--- config.mk ---
export PLATFORM = sky130hd
export DESIGN_NAME = ram_sp_arb_128x64
export DESIGN_NICKNAME = d
export VERILOG_FILES = /design/src/rtl/ram_sp_arb_128x64.sv
export SDC_FILE = /design/constraint.sdc
export NUM_CORES = 1
export LEC_CHECK = 0
export ABC_CLOCK_PERIOD_IN_PS = 3800
export BUFFER_PORTS_ARGS = -buffer_cell sky130_fd_sc_hd__clkbuf_2
export CORE_AREA = 5 5 211 213
export DETAILED_ROUTE_END_ITERATION = 10
export DIE_AREA = 0 0 216 218
export GPL_ROUTABILITY_DRIVEN = 0
export PLACE_DENSITY = 0.3
export SLEW_MARGIN = 0
export SYNTH_ARGS = -nofsm -noshare
export SYNTH_HDL_FRONTEND = slang
export SYNTH_SLANG_ARGS = --single-unit
--- constraint.sdc ---
create_clock -name clk -period 3.8 [get_ports clk]
set_clock_uncertainty 0.05 [all_clocks]
set_input_delay 0.38 -clock clk [delete_from_list [all_inputs] [get_ports clk]]
set_output_delay 0.38 -clock clk [all_outputs]
set_load 0.01 [all_outputs]
--- src/rtl/ram_sp_arb_128x64.sv ---
// Round-robin arbiter/sequencer in front of a 128x64 bit-enable single-port RAM; `RAM_ARB_INIT_EN adds a post-reset zero-fill sweep.
// Latency: ack in the same cycle as req; rvld and read data one cycle after the read ack.
// Backpressure: a master without ack holds its request stable; nothing is queued, one access per cycle total.
module ram_sp_arb_128x64 (
    input  logic        clk,
    input  logic        rstn,
    input  logic        m0_req_i,
    input  logic        m0_we_i,
    input  logic [6:0]  m0_adr_i,
    input  logic [63:0] m0_msk_i,
    input  logic [63:0] m0_dat_i,
    input  logic        m1_req_i,
    input  logic        m1_we_i,
    input  logic [6:0]  m1_adr_i,
    input  logic [63:0] m1_msk_i,
    input  logic [63:0] m1_dat_i,
    output logic        m0_ack_o,
    output logic        m1_ack_o,
    output logic        m0_rvld_o,
    output logic        m1_rvld_o,
    output logic [63:0] rd_dat_o,
    output logic        init_done_o,
    output logic [6:0]  ram_adr_o,
    output logic [63:0] ram_wr_ena_o,
    output logic [63:0] ram_wr_dat_o,
    output logic        ram_rd_ena_o,
    input  logic [63:0] ram_rd_dat_i
);

    logic serving;
    logic prio;     // 0: master 0 wins a tie, 1: master 1 wins
    logic gnt0, gnt1;
    logic rvld0, rvld1;

`ifdef RAM_ARB_INIT_EN
    typedef enum logic {INIT, SERVE} state_t;
    state_t     state, state_nxt;
    logic [6:0] sweep_cnt;

    always_ff @(posedge clk or negedge rstn) begin
        if (!rstn) begin
            state     <= INIT;
            sweep_cnt <= '0;
        end else begin
            state <= state_nxt;
            if (state == INIT)
                sweep_cnt <= sweep_cnt + 7'd1;
        end
    end

    always_comb begin
        state_nxt = state;
        if (state == INIT && sweep_cnt == 7'd127)
            state_nxt = SERVE;
    end

    assign serving = (state == SERVE);
`else
    assign serving = 1'b1;
`endif

    // RAM port and grants are gated by rstn so the interface idles the moment reset asserts.
    always_comb begin
        gnt0         = 1'b0;
        gnt1         = 1'b0;
        ram_adr_o    = '0;
        ram_wr_ena_o = '0;
        ram_wr_dat_o = '0;
        ram_rd_ena_o = 1'b0;
        if (rstn) begin
            if (!serving) begin
`ifdef RAM_ARB_INIT_EN
                ram_adr_o    = sweep_cnt;
                ram_wr_ena_o = '1;
`endif
            end else begin
                gnt0 = m0_req_i & (~m1_req_i | ~prio);
                gnt1 = m1_req_i & (~m0_req_i | prio);
                if (gnt0) begin
                    ram_adr_o = m0_adr_i;
                    if (m0_we_i) begin
                        ram_wr_ena_o = m0_msk_i;
                        ram_wr_dat_o = m0_dat_i;
                    end else begin
                        ram_rd_ena_o = 1'b1;
                    end
                end else if (gnt1) begin
                    ram_adr_o = m1_adr_i;
                    if (m1_we_i) begin
                        ram_wr_ena_o = m1_msk_i;
                        ram_wr_dat_o = m1_dat_i;
                    end else begin
                        ram_rd_ena_o = 1'b1;
                    end
                end
            end
        end
    end

    always_ff @(posedge clk or negedge rstn) begin
        if (!rstn) begin
            prio  <= 1'b0;
            rvld0 <= 1'b0;
            rvld1 <= 1'b0;
        end else begin
            if (gnt0)
                prio <= 1'b1;
            else if (gnt1)
                prio <= 1'b0;
            rvld0 <= gnt0 & ~m0_we_i;
            rvld1 <= gnt1 & ~m1_we_i;
        end
    end

    assign m0_ack_o    = gnt0;
    assign m1_ack_o    = gnt1;
    assign m0_rvld_o   = rvld0;
    assign m1_rvld_o   = rvld1;
    assign rd_dat_o    = (rvld0 | rvld1) ? ram_rd_dat_i : '0;
    assign init_done_o = serving;

endmodule
==> impl_metrics.tcl, run 1 <==
set metrics [dict create \
    ios 545 \
    slew_headroom_pct 25.2 \
    finalSetupViolCount 0 \
    row_count 76 \
    n_antenna_cell 0 \
    core_um2 42500 \
    path_cells "dlygate4sd3_1, clkbuf_2, and4_4, buf_4, a22o_1, clkbuf_2" \
    vdd_ir_drop_max_mv 0.115 \
    final_common_cell "clkbuf_2" \
    crit_path_end_kind "primary output" \
    grt_max_degree 129 \
    layout.nets 1111 \
    ant_nets 0 \
    yosysSeqAreaShare_pct 3.63 \
    pwr_density_cell_nw_per_um2 143 \
    fin_crit_sh_pct 76.3 \
    drt_wl_total_um 20400 \
    slew_viol_final 0 \
    yosysUniqueCellTypes 20 \
    crit_slowest_cell "and4_4" \
    hp-class "input pin to flop" \
    clk_pin_slew_ps 30 \
    die_w_um 216 \
    arrival_ps 2470 \
    start_util_pct 4.86 \
    grt_pass1_vias 4116 \
    finalSetupTns_ps 0 \
    antenna_found_initial 0 \
    wire_per_inst_um 15.5 \
    seqCellArea_um2 75.1 \
    p_leak_nw 3.14 \
    fillers 4948 \
    worst_slew_pin_slew_ps 1120 \
    required_ps 3370 \
    post-route-util_pct 12.5 \
    grt_pass1_wl_um 27000 \
    clock-root-buffer "clkbuf_16" \
    path_delay_family "buffers and inverters" \
    die_area_um2 47100 \
    drtPass1Iterations 4 \
    post_cts_resized 0 \
    via_per_inst 3.18 \
    final_area_um2 5320 \
    cts_tree "done" \
    cts.sinks 3 \
    cts_inserted_buffers 3 \
    final_cell_mix "clkbuf_2, a22o_1, nor2b_1, and2b_1" \
    syn_nets 592 \
    syn_to_final_growth_pct 157 \
    max_stage_delay_ps 570 \
    crit_path_max_fanout 37 \
    drc 0 \
    rsz0062_at_grt "false" \
    portBuffers 543 \
    multiInputGateArea_um2 1680 \
    hold_viol_final 0 \
    track_usage_pct 7.50 \
    status "completed" \
    die_h_um 218 \
    cpMostUsedCell "clkbuf_2" \
    gr-total-overflow 0 \
    maxCapViolCount 0 \
    dpl_cell_area_um2 5230 \
    drive_gt1_share_pct 72.1 \
    cts_max_level 1 \
    postSynthCellCount 252 \
    yosysWarnings 0 \
    drtIter0Drc 138 \
    vias 4187 \
    place_hpwl_um 18100 \
    cts_buffer_depth 2 \
    startpoint_type "input pin" \
    syn_area_um2 2070 \
    ys_seq_elements 3 \
    min_period_ps 2900 \
    clk_latency_ps 230 \
    fmax_mhz 345 \
    postSynthAreaPerCell_um2 8.20 \
    path_buf_inv 4 \
    critPathKind "input pin to primary output" \
]
cell type report:
| type | instances | area share, % |
|---|---|---|
| Multi-Input combinational cell | 210 | 31.6 |
| Inverter | 4 | 0.282 |
| Sequential cell | 3 | 1.41 |
| Timing Repair Buffer | 549 | 52.4 |
| Tap cell | 546 | 12.8 |
| Clock buffer | 4 | 1.48 |
synthesized netlist by cell type, drive strengths merged:
library cell | count | area, um^2
a22o | 135 | 1180
and2b | 12 | 90.1
and4 | 1 | 8.76
buf | 29 | 294
clkbuf | 6 | 22.5
clkinv | 1 | 3.75
conb | 1 | 3.75
dfrtp | 3 | 75.1
inv | 3 | 11.3
nand2 | 1 | 3.75
nand3 | 1 | 5.00
nor2 | 3 | 11.3
nor2b | 52 | 325
o2111a | 1 | 11.3
o211ai | 1 | 7.51
o21ai | 1 | 5.00
o22ai | 1 | 6.26
kinds of logic after synthesis:
| family | Yosys count | synth area share [%] |
|---|---|---|
| buffers and inverters | 39 | 16.0 |
| and+or+nand+nor | 70 | 21.5 |
| other | 1 | 0.181 |
| DFF | 3 | 3.63 |
| AOI/OAI and AO/OA | 139 | 58.7 |
per-stage QoR:
step	power (mW)	hold WS (ps)	cells	worst slack, ps
global placement	0.603	167	1311	1420
CTS	0.773	300	1316	880
finish	0.758	304	1316	901
global route	0.815	314	1316	798
detailed placement	0.595	165	1311	1440
floorplan	0.273	34.4	252	2080
routing by layer:
layer,global-route usage [%],vias to the layer above,wire (um)
li1,-,2035,-
met1,9.53,1849,8180
met2,12.9,288,9790
met3,2.22,15,2140
met4,1.06,0,244
met5,0,-,0
power breakdown:
part	internal (mW)	switching (mW)	leakage [nW]	total, mW
clock	0.139	0.0328	0.0382	0.172
sequential	0.0352	0.00373	0.0386	0.0389
combinational	0.279	0.269	3.06	0.548
final timing paths:
kind                         start                to  slack (ps)  cells past startpoint
setup reg to reg              prio              prio        2570                      3
hold reg to reg               prio              prio         550                      2
hold / removal             m0_we_i         m0_rvld_o         300                      2
setup / recovery              rstn  ram_wr_dat_o[24]         900                      6
min in group asynchronous     rstn         m1_rvld_o         480                      2
max in group asynchronous     rstn         m0_rvld_o        3050                      2
state kept, by name, indices dropped and copies added (netlist names):
register and flops:
prio 1, m1_rvld_o 1, m0_rvld_o 1
repair_timing:
item | 4_1_cts | 5_1_grt
endpoints found under the hold margin | 3 | 0
hold buffers | 1 | 0
setup buffers | 0 | 0
Power figures use the tool's default switching activity.
==> run 2: changes to the inputs <==
--- a/config.mk
+++ b/config.mk
@@ -5,11 +5,11 @@
 export SDC_FILE = /design/constraint.sdc
 export NUM_CORES = 1
 export LEC_CHECK = 0
-export ABC_CLOCK_PERIOD_IN_PS = 3800
+export ABC_CLOCK_PERIOD_IN_PS = 2800
 export BUFFER_PORTS_ARGS = -buffer_cell sky130_fd_sc_hd__clkbuf_2
-export CORE_AREA = 5 5 211 213
+export CORE_AREA = 5 5 209 211
 export DETAILED_ROUTE_END_ITERATION = 10
-export DIE_AREA = 0 0 216 218
+export DIE_AREA = 0 0 214 216
 export GPL_ROUTABILITY_DRIVEN = 0
 export PLACE_DENSITY = 0.3
 export SLEW_MARGIN = 0
==> constraint.sdc (replaced) <==
create_clock -name clk -period 2.8 [get_ports clk]
set_clock_uncertainty 0.05 [all_clocks]
set_input_delay 0.28 -clock clk [delete_from_list [all_inputs] [get_ports clk]]
set_output_delay 0.28 -clock clk [all_outputs]
set_load 0.01 [all_outputs]
==> impl_metrics.tcl, run 2 (same netlist as run 1, synthesis figures left out) <==
set metrics [dict create \
    max_stage_delay_ps 540 \
    vdd_ir_drop_max_mv 0.121 \
    drt_wl_total_um 19300 \
    cts_inserted_buffers 3 \
    fmax_mhz 392 \
    track_usage_pct 7.34 \
    drtPass1Iterations 4 \
    worst_slew_pin_slew_ps 567 \
    hp-start "m0_we_i" \
    post-route-util_pct 12.9 \
    min_to "m0_rvld_o" \
    slew_headroom_pct 62.2 \
    antenna_found_initial 0 \
    syn_to_final_growth_pct 160 \
    via_per_inst 3.25 \
    die_h_um 216 \
    post_cts_buffers 0 \
    reg2regPathDepth 3 \
    wire_per_inst_um 14.7 \
    start_util_pct 4.97 \
    ios 545 \
    finalSetupTns_ps 0 \
    cpMostUsedCell "clkbuf_2" \
    row_count 75 \
    gr-total-overflow 0 \
    n_antenna_cell 0 \
    grt_pass1_wl_um 26800 \
    ant_nets 0 \
    path_buf_inv 4 \
    cts_tree "done" \
    clk_pin_slew_ps 30 \
    cts_buffer_depth 2 \
    finalSetupViolCount 0 \
    cts_max_level 1 \
    pwr_density_cell_nw_per_um2 190 \
    critPathKind "input pin to primary output" \
    required_ps 2470 \
    final_cell_mix "clkbuf_2, a22o_1, nor2b_1, and2b_1, buf_4" \
    clk_latency_ps 220 \
    crit_path_max_fanout 52 \
    hp-class "input pin to flop" \
    path_delay_family "buffers and inverters" \
    fin_crit_sh_pct 91.2 \
    rsz0062_at_grt "false" \
    cts.sinks 3 \
    die_area_um2 46200 \
    grt_max_degree 65 \
    status "completed" \
    rrSetupSlack_ps 1640 \
    drc 0 \
    post_cts_resized 0 \
    path_cells "dlygate4sd3_1, clkbuf_2, and4_4, buf_12, a22o_1, clkbuf_2" \
    grt_pass1_vias 4352 \
    crit_path_end_kind "primary output" \
    regToRegStartpoint "prio" \
    hold_viol_final 0 \
    layout.nets 1115 \
    arrival_ps 2220 \
    vias 4268 \
    clock-root-buffer "clkbuf_16" \
    postCtsHoldBufs 1 \
    worstReg2RegEnd "prio" \
    final_common_cell "clkbuf_2" \
    hold_depth 2 \
    place_hpwl_um 17300 \
    core_um2 41600 \
    slew_viol_final 0 \
    drive_gt1_share_pct 72.2 \
    min_period_ps 2550 \
    startpoint_type "input pin" \
    drtIter0Drc 132 \
    timing.hold.ws_ps 208 \
    maxCapViolCount 0 \
    crit_slowest_cell "dlygate4sd3_1" \
    portBuffers 543 \
    die_w_um 214 \
    p_leak_nw 3.17 \
]
-- run 2: changes by cell type in the layout (fill, tap and decap cells not counted), sizes merged --
cell,before,now
buf,5,9
-- run 2: final cells by class --
cell class	count	area [um^2]
repair buffers	553	2850
well taps	539	674
multi-input cells	210	1680
fillers	4851	36200
flip-flops and latches	3	75.1
inverters	4	15.0
clock buffers	4	78.8
-- run 2: worst max path at each step --
| stage | startpoint | to | slack [ps] | cells after the start |
|---|---|---|---|---|
| 2_1_floorplan | m1_rvld_o | rd_dat_o[14] | 1180 | 3 |
| 3_3_place_gp | prio | ram_wr_ena_o[9] | 780 | 5 |
| 3_5_place_dp | prio | ram_wr_dat_o[33] | 740 | 5 |
| 4_1_cts | rstn | ram_wr_dat_o[33] | 220 | 6 |
| 5_1_grt | rstn | ram_wr_dat_o[33] | 150 | 6 |
| 6_report | rstn | ram_wr_dat_o[33] | 250 | 6 |
-- run 2: routing by layer --
metal | GRT usage (%) | wire, um | part of all wire (%) | up-vias
met4 | 0.880 | 132 | 0.68 | 0
li1 | - | - | - | 2039
met5 | 0 | 0 | 0 | -
met3 | 1.84 | 1700 | 8.8 | 6
met1 | 8.60 | 7390 | 38 | 1929
met2 | 13.9 | 10100 | 52 | 294
-- run 2: through the flow --
step	area [um^2]	setup WS, ps	power, mW	instances
after floorplan	2070	1180	0.370	252
after global placement	5280	782	0.813	1308
after detailed placement	5280	737	0.806	1308
after CTS	5370	219	1.04	1313
after global routing	5370	149	1.10	1313
final	5370	247	1.02	1313
-- run 2: worst register-to-register path, stage by stage, from the launching register on --
cell      delay (ps)
dfrtp_1          400
o211ai_1         310
inv_2            150
o21ai_0          170
-- run 2: where the power goes --
| part | internal (mW) | switching, mW | total (mW) |
|---|---|---|---|
| logic | 0.384 | 0.359 | 0.742 |
| registers | 0.0478 | 0.00464 | 0.0524 |
| clock network | 0.188 | 0.0395 | 0.228 |
